<file path="config.mk">
export PLATFORM = sky130hd
export DESIGN_NAME = bus_rx_endpoint
export DESIGN_NICKNAME = d
export VERILOG_FILES = /design/src/rtl/bus_rx_endpoint.sv
export SDC_FILE = /design/constraint.sdc
export NUM_CORES = 1
export LEC_CHECK = 0
export CAP_MARGIN = 20
export CORE_ASPECT_RATIO = 0.9
export CORE_MARGIN = 5
export CORE_UTILIZATION = 53
export DETAILED_ROUTE_END_ITERATION = 10
export PLACE_DENSITY = 0.85
export SLEW_MARGIN = 25
export SYNTH_ARGS = -nofsm -noshare
export SYNTH_HDL_FRONTEND = slang
export SYNTH_SLANG_ARGS = --single-unit
</file>
<file path="constraint.sdc">
create_clock -name clk -period 5.6 [get_ports clk]
set_input_delay 0.84 -clock clk [delete_from_list [all_inputs] [get_ports clk]]
set_output_delay 0.84 -clock clk [all_outputs]
set_load 0.02 [all_outputs]
</file>
<file path="src/rtl/bus_rx_endpoint.sv">
// -----------------------------------------------------------------------------
// bus_rx_endpoint
//
// Receive endpoint on a shared byte bus. Every endpoint sees every header;
// the one whose NODE_ID matches the Gray-coded destination in the header
// buffers the payload bytes in a small FIFO for the local module. All other
// endpoints skip the frame until the next header.
//
// Header byte: [7:6] Gray-coded destination (00->0, 01->1, 11->2, 10->3)
//              [5:0] payload length minus one (1..64 bytes)
//
// Parameters
//   NODE_ID     destination ID this endpoint answers to
//   FIFO_DEPTH  receive FIFO entries (power of two, 2..16)
//
// Ports
//   clk         sole clock, rising edge
//   rst_n       synchronous active-low reset
//   bus_valid   shared bus carries a byte this cycle
//   bus_sof     bus_data is a frame header (only meaningful with bus_valid)
//   bus_data    shared bus byte
//   bus_ready   this endpoint accepts the bus byte (ORed at top level)
//   bus_ack     one-cycle pulse after the last payload byte of our frame
//   rx_valid    FIFO head holds a byte for the local module
//   rx_ready    local module consumes the FIFO head
//   rx_data     FIFO head payload byte (0 while the FIFO is empty)
//   rx_last     FIFO head is the final byte of its frame
//   rx_err      one-cycle pulse: our frame was cut short by a new header
//   err_count   (only with BUS_RX_ERR_CNT_EN) saturating count of rx_err
//
// Optional feature macro: BUS_RX_ERR_CNT_EN adds the err_count output.
// -----------------------------------------------------------------------------
module bus_rx_endpoint #(
  parameter logic [1:0] NODE_ID    = 2'd0,
  parameter int         FIFO_DEPTH = 4
) (
  input  logic       clk,
  input  logic       rst_n,
  input  logic       bus_valid,
  input  logic       bus_sof,
  input  logic [7:0] bus_data,
  output logic       bus_ready,
  output logic       bus_ack,
  output logic       rx_valid,
  input  logic       rx_ready,
  output logic [7:0] rx_data,
  output logic       rx_last,
  output logic       rx_err
`ifdef BUS_RX_ERR_CNT_EN
  ,
  output logic [7:0] err_count
`endif
);

  localparam int AW = (FIFO_DEPTH > 2) ? $clog2(FIFO_DEPTH) : 1;
  localparam logic [AW:0] PTR_ONE = {{AW{1'b0}}, 1'b1};

  typedef enum logic [1:0] {
    ST_IDLE = 2'd0,
    ST_RECV = 2'd1,
    ST_SKIP = 2'd2
  } state_t;

  // Gray-coded destination field to binary node number.
  function automatic logic [1:0] gray2bin(input logic [1:0] g);
    return {g[1], g[1] ^ g[0]};
  endfunction

  state_t      state_q, state_d;
  logic [5:0]  cnt_q, cnt_d;
  logic        ack_q, ack_d;
  logic        err_q, err_d;
  logic [AW:0] wr_ptr_q, wr_ptr_d;
  logic [AW:0] rd_ptr_q, rd_ptr_d;
  logic [8:0]  mem_q [FIFO_DEPTH];
  logic [8:0]  push_entry_d;

  logic        fifo_empty;
  logic        fifo_full;
  logic        hdr_take;
  logic        dat_take;
  logic        push;
  logic        pop;
  logic [8:0]  head;

  // FIFO status from registered pointers; the extra MSB separates full from empty.
  always_comb begin
    fifo_empty = (wr_ptr_q == rd_ptr_q);
    fifo_full  = (wr_ptr_q[AW] != rd_ptr_q[AW]) &&
                 (wr_ptr_q[AW-1:0] == rd_ptr_q[AW-1:0]);
    head       = mem_q[rd_ptr_q[AW-1:0]];
  end

  // Output decode from registered state: ready per state, FIFO head view.
  always_comb begin
    case (state_q)
      ST_IDLE: bus_ready = 1'b1;
      ST_RECV: bus_ready = !fifo_full;
      ST_SKIP: bus_ready = 1'b0;
      default: bus_ready = 1'b0;
    endcase
    rx_valid = !fifo_empty;
    if (fifo_empty) begin
      rx_data = 8'd0;
      rx_last = 1'b0;
    end else begin
      rx_data = head[7:0];
      rx_last = head[8];
    end
    bus_ack = ack_q;
    rx_err  = err_q;
  end

  // Bus qualification. Headers are taken whenever they appear on the bus:
  // in SKIP our own bus_ready is 0, yet another endpoint accepts the header
  // and we must still follow it to leave SKIP.
  always_comb begin
    hdr_take = bus_valid && bus_sof;
    dat_take = bus_valid && !bus_sof && (state_q == ST_RECV) && !fifo_full;
    push     = dat_take;
    pop      = !fifo_empty && rx_ready;
    push_entry_d = {(cnt_q == 6'd0), bus_data};
  end

  // Next-state logic: frame tracking, remaining count, ack/err pulses.
  always_comb begin
    state_d = state_q;
    cnt_d   = cnt_q;
    ack_d   = 1'b0;
    err_d   = 1'b0;
    if (hdr_take) begin
      // A header while still receiving aborts our frame; entries already
      // in the FIFO are left exactly as they were pushed.
      err_d = (state_q == ST_RECV);
      if (gray2bin(bus_data[7:6]) == NODE_ID) begin
        state_d = ST_RECV;
        cnt_d   = bus_data[5:0];
      end else begin
        state_d = ST_SKIP;
        cnt_d   = 6'd0;
      end
    end else if (dat_take) begin
      if (cnt_q == 6'd0) begin
        state_d = ST_IDLE;
        ack_d   = 1'b1;
      end else begin
        cnt_d = cnt_q - 6'd1;
      end
    end else begin
      state_d = state_q;
      cnt_d   = cnt_q;
    end
  end

  // Pointer advance; a push is only ever offered when the FIFO is not full.
  always_comb begin
    if (push) begin
      wr_ptr_d = wr_ptr_q + PTR_ONE;
    end else begin
      wr_ptr_d = wr_ptr_q;
    end
    if (pop) begin
      rd_ptr_d = rd_ptr_q + PTR_ONE;
    end else begin
      rd_ptr_d = rd_ptr_q;
    end
  end

  // State register and control flops.
  always_ff @(posedge clk) begin
    if (!rst_n) begin
      state_q  <= ST_IDLE;
      cnt_q    <= 6'd0;
      ack_q    <= 1'b0;
      err_q    <= 1'b0;
      wr_ptr_q <= {(AW+1){1'b0}};
      rd_ptr_q <= {(AW+1){1'b0}};
    end else begin
      state_q  <= state_d;
      cnt_q    <= cnt_d;
      ack_q    <= ack_d;
      err_q    <= err_d;
      wr_ptr_q <= wr_ptr_d;
      rd_ptr_q <= rd_ptr_d;
    end
  end

  // FIFO storage; cleared on reset so no stale frame survives.
  always_ff @(posedge clk) begin
    if (!rst_n) begin
      for (int i = 0; i < FIFO_DEPTH; i++) begin
        mem_q[i] <= 9'd0;
      end
    end else if (push) begin
      mem_q[wr_ptr_q[AW-1:0]] <= push_entry_d;
    end
  end

`ifdef BUS_RX_ERR_CNT_EN
  logic [7:0] err_cnt_q, err_cnt_d;

  // Saturating count of abort pulses.
  always_comb begin
    if (err_q && (err_cnt_q != 8'hFF)) begin
      err_cnt_d = err_cnt_q + 8'd1;
    end else begin
      err_cnt_d = err_cnt_q;
    end
    err_count = err_cnt_q;
  end

  // Error counter register.
  always_ff @(posedge clk) begin
    if (!rst_n) begin
      err_cnt_q <= 8'd0;
    end else begin
      err_cnt_q <= err_cnt_d;
    end
  end
`endif

endmodule

</file>
* Word level (Yosys, flattened, before mapping)
Memories as Yosys holds them, arrays and structs flattened. A register that Yosys moved wholly into a read port is not among the register bits.
Cells that the tools add are included.
Widths: inputs -> output; s select.
** Storage, ports and cells
- Bits in registers :: 16
- Bits in latches :: 0
- Bits in writable memories :: 36
- ROM bits :: 0
- Input port bits :: 13
- Output and inout port bits :: 13
- Word-level logic and storage cells :: 58
- Memories kept :: 1
** Memory list
- mem_q :: depth 4, bits a word 9, read ports 1, clocked after memory_dff 1, wr ports 4, RTL line 75 : logic [8:0] mem_q [FIFO_DEPTH];
** Operators by class
- Add/subtract/negate cells :: 3
- Multipliers :: 0
- Div/mod/pow operators :: 0
- Magnitude comparators :: 0
- Equality and inequality tests :: 5
- Shift operators :: 0
- Multiplexer cells :: 21
- Bitwise logic cells :: 3
- Reduce and logical (&&, ||, !) cells :: 19
** Operators with widths (count)
- $mux 6 :: 4
- $mux 2 :: 7
- $mux 9 :: 1
- $reduce_or 9->1 :: 1
- $mux 8 :: 1
- $mux 1 :: 7
- $add 3x1->3 const B :: 2
- $logic_and 1x1->1 :: 6
- $logic_not 6->1 :: 1
- $reduce_and 2->1 :: 3
- $sub 6x1->6 const B :: 1
- $logic_not 2->1 :: 2
- $reduce_bool 2->1 :: 2
- $eq 3x3->1 :: 1
- $logic_not 1->1 :: 3
- $reduce_or 3->1 :: 1
- $eq 2x1->1 const B :: 1
- $eq 2x2->1 :: 1
- $ne 2x1->1 const B :: 1
- $not 1->1 :: 2
- $pmux 1 s2 :: 1
- $ne 1x1->1 :: 1
- $xor 1x1->1 :: 1

* Logic depth before layout (Yosys ltp)
- Depth in word-level cells :: 9
- Depth in mapped cells :: 6
- Depth with buffers taken out :: 6

* Worst setup path before layout
Ideal clock, no wire load.
- Path kind :: input -> register
- From :: in bus_sof
- To :: mem mem_q[3][0] (enable)
- Library setup time :: 0.387 ns
- Data arrival time :: 2.030 ns
- Data required time :: 5.213 ns
- Setup slack :: 3.182 ns
- Stages :: 3
- Buffers on the path :: 0
- Cells stage by stage :: and4bb_2 -> o31ai_1 -> o21ai_0
** RTL lines
- start, declared :: RTL line 40 : input logic bus_sof,
- end, declared :: RTL line 75

* Worst setup path after layout
- From :: reg wr_ptr_q[0]
- To :: out rx_data[0]
** On the way
- Word-level cells in the longest chain between the ends :: 2
** Ends and longest elaborated chain
- start, declared :: RTL line 73 : logic [AW:0] wr_ptr_q, wr_ptr_d;
- start signal, assigned :: RTL line 176 : wr_ptr_q <= {(AW+1){1'b0}};
- start signal, assigned :: RTL line 183 : wr_ptr_q <= wr_ptr_d;
- $eq 3x3->1 :: RTL line 88 : fifo_empty = (wr_ptr_q == rd_ptr_q);
- $mux 8 :: RTL line 103 : if (fifo_empty) begin
- end, declared :: RTL line 46 : output logic [7:0] rx_data,
No other way between the ends.

==> summary.txt <==
Status - complete, no violations
Clk Latency, worst-skew pair - 300 ps
Seq pwr share - 54.7%
Post-layout util - 63.52%
Critical path's slowest cell - nor3_2
Fin crit share - 60.00%
Cell taking the most area after synthesis - edfxtp_1
Worst slew margin - 33.88%
Routed WL - 5.210 mm
Top-count cell post-synth - edfxtp_1
Wirelength per Cell - 17.66 um
GRT Util Overall - 17.18%
Max incr delay on CP - 600 ps
Post-Synthesis Cells - 204
Initial antenna violation count - 0
Final Skew - 3.084 ps
Maxcap violations - 0
Largest net degree at the start of global routing - 18
GRT overflow - 0
Int Pwr - 643.8 uW
Peak VDD IR - 0.1615 mV
Leak - 0.001123 uW
Data arrival, critical path - 2520 ps
Post-DRT Antenna Nets - 0
Final Max Slew Viols - 0
Net Sw Frac - 20.91%
FMAX - 297.6 MHz
FF+latch count, synth - 54
Worst Setup Start Kind - register
GPL Wtd Cong - 0.8058
Final setup TNS - 0 ps
Remaining DRCs - 0
I/O Pins - 26
Hpwl dp - 3.783 mm
Setup repair after global routing missed its margin - no
Final #Nets - 246
I/O Buffers - 25
Die area - 6440 um2
Drt pass-1 iters - 4
Post-synth ARST share - 0%
Antenna Cells - 0
Area after DPL - 2919 um2
Final-report setup violation count - 0
Overall power - 814.1 uW
Number of global-route vias before repair - 1760
Worst Hold Class - reg2reg
CP delay by family, top - simple AND/OR/NAND/NOR gates
Total number of vias - 1688
Synth warn - 0
Comb pwr share - 8.4%
Final Hold Fails - 0
EDFF count, synth - 36
Clk root buf - clkbuf_8
CP Class - reg2out
CTS Hold Bufs - 0
Critical Path RT - 4760 ps
Critical-path cell list - xor2_2, nor3_2, and2b_1, clkdlybuf4s50_1
Vias/cell - 5.722
Fin crit period - 3360 ps
CORE AREA - 4805 um2
CTS Buffer Depth - 2
Post-CTS Setup Bufs - 0
Layout overhead on the synthesized area - 16.70%
H-tree lvl count - 2
CP Buf/Inv Count - 1
Clock Power Share - 36.9%
Layout cell share with drive strength beyond 1 - 13.48%
TritonCTS clock tree - done
Post-CTS Resized - 0
First-pass GRT wire length - 8.776 mm
Worst Tran Pin Value - 984.3 ps
Std cell rows - 24
Top area cells in the synthesized netlist - edfxtp_1 41%, dfxtp_1 14%, mux4_2 7.8%
Syn_area_per_cell - 12.82 um2
Sequential element share of the synthesized area - 55.12%
Top FF cell, synth - edfxtp_1
CTS Buf Count - 5
Yosys top cell area share - 41.34%
Die W - 84.04 um
Design Area, Final - 3052 um2
Initial Utilization - 54.43%
Sink Count - 54
P_sw - 170.2 uW
Count of cell types in the netlist - 42
Mapped Nets - 221
Power per cell area - 266.8 nW/um2
Die height - 76.64 um
Worst-path fanout max - 10
Reg clk slew, reported paths - 90 ps
Synth cell count leaders - 36 x edfxtp_1, 25 x and2_1, 18 x dfxtp_1
CP endpoint kind - output port
Starting DRC count in detailed routing - 124
Mapped Area - 2615 um2
==> logic make-up (layout without fill, tap and decap cells) <==
kind of cell,after synthesis,count (layout),share of synthesized area (%)
mux,10,10,8.134
flops,54,54,55.12
fa+ha+maj,4,4,1.914
simple gates,85,85,19.19
buf+inv,14,40,2.392
compound gates,27,27,9.330
xor+xnor,10,10,3.924
==> worst register-to-register path, cell delays in order (launching register included) <==
cell and delay [ps]:
dfxtp_1 590, xor2_2 400, o311ai_4 190, nor3b_4 430
nand2b_1 510
==> layout by cell type, fill, tap and decap left out, types with 3 or more instances in the layout <==
cell type and count:
and3_1 8, nor2b_1 8, a22oi_1 3, dfxtp_1 18
and2_1 25, nor2_1 16, o21ai_0 4, edfxtp_1 36
nand2_1 8, mux4_2 9, clkdlybuf4s50_1 25, xor2_1 5
inv_1 6, nand2b_1 3, a21oi_1 5, a221oi_2 5
clkbuf_8 5, xnor2_1 3, nor4_1 3, ha_1 4
==> worst paths after layout <==
check	startpoint	end	slack, ps	cells after the start
max reg2reg	wr_ptr_q[0]	mem_q[2][3]	3130	4
max	wr_ptr_q[0]	rx_data[0]	2240	4
min	state_q[0]	rx_err	480	2
min reg2reg	state_q[0]	rx_err	480	2
==> flip-flops by register name, indices dropped and copies added, names as in the netlist, named ones only <==
name and cells:
mem_q 36, rx_err 1, state_q 2, cnt_q 6, wr_ptr_q 3, rd_ptr_q 3
bus_ack 1
==> power groups by stage <==
stage | logic [uW] | registers [uW] | clock network [uW]
after floorplan | 44.6 | 451 | 0
after global placement | 66.5 | 453 | 0
after detailed placement | 68.8 | 454 | 0
after CTS | 69.4 | 445 | 305
after global routing | 76.1 | 447 | 324
final | 68.7 | 445 | 300
==> through the flow <==
step           cells  setup WS (ps)  hold slack [ps]
2_1_floorplan    204           3182            431.2
3_3_place_gp     287           2199            458.9
3_5_place_dp     287           2258            469.4
4_1_cts          295           2206            481.9
5_1_grt          295           2084            523.0
6_report         295           2240            480.2
==> metal layers <==
metal  wire length, um  part of all wire [%]  global-route usage (%)  vias up
met1              2280                    44                   21.82      844
met4                57                   1.1                   5.949        0
li1                  -                     -                       -      796
met2              2663                    51                   28.94       42
met5                 0                     0                       0        -
met3               207                   4.0                   3.676        6
==> final cells by class <==
class / count / area, um2
clock inverters: 3 / 63.81
well taps: 65 / 81.33
fillers: 401 / 1753
flip-flops and latches: 54 / 1441
multi-input cells: 136 / 1116
clock buffers: 5 / 68.82
repair buffers: 26 / 257.7
inverters: 6 / 22.52
No activity file was read; power rests on OpenSTA's default activity.
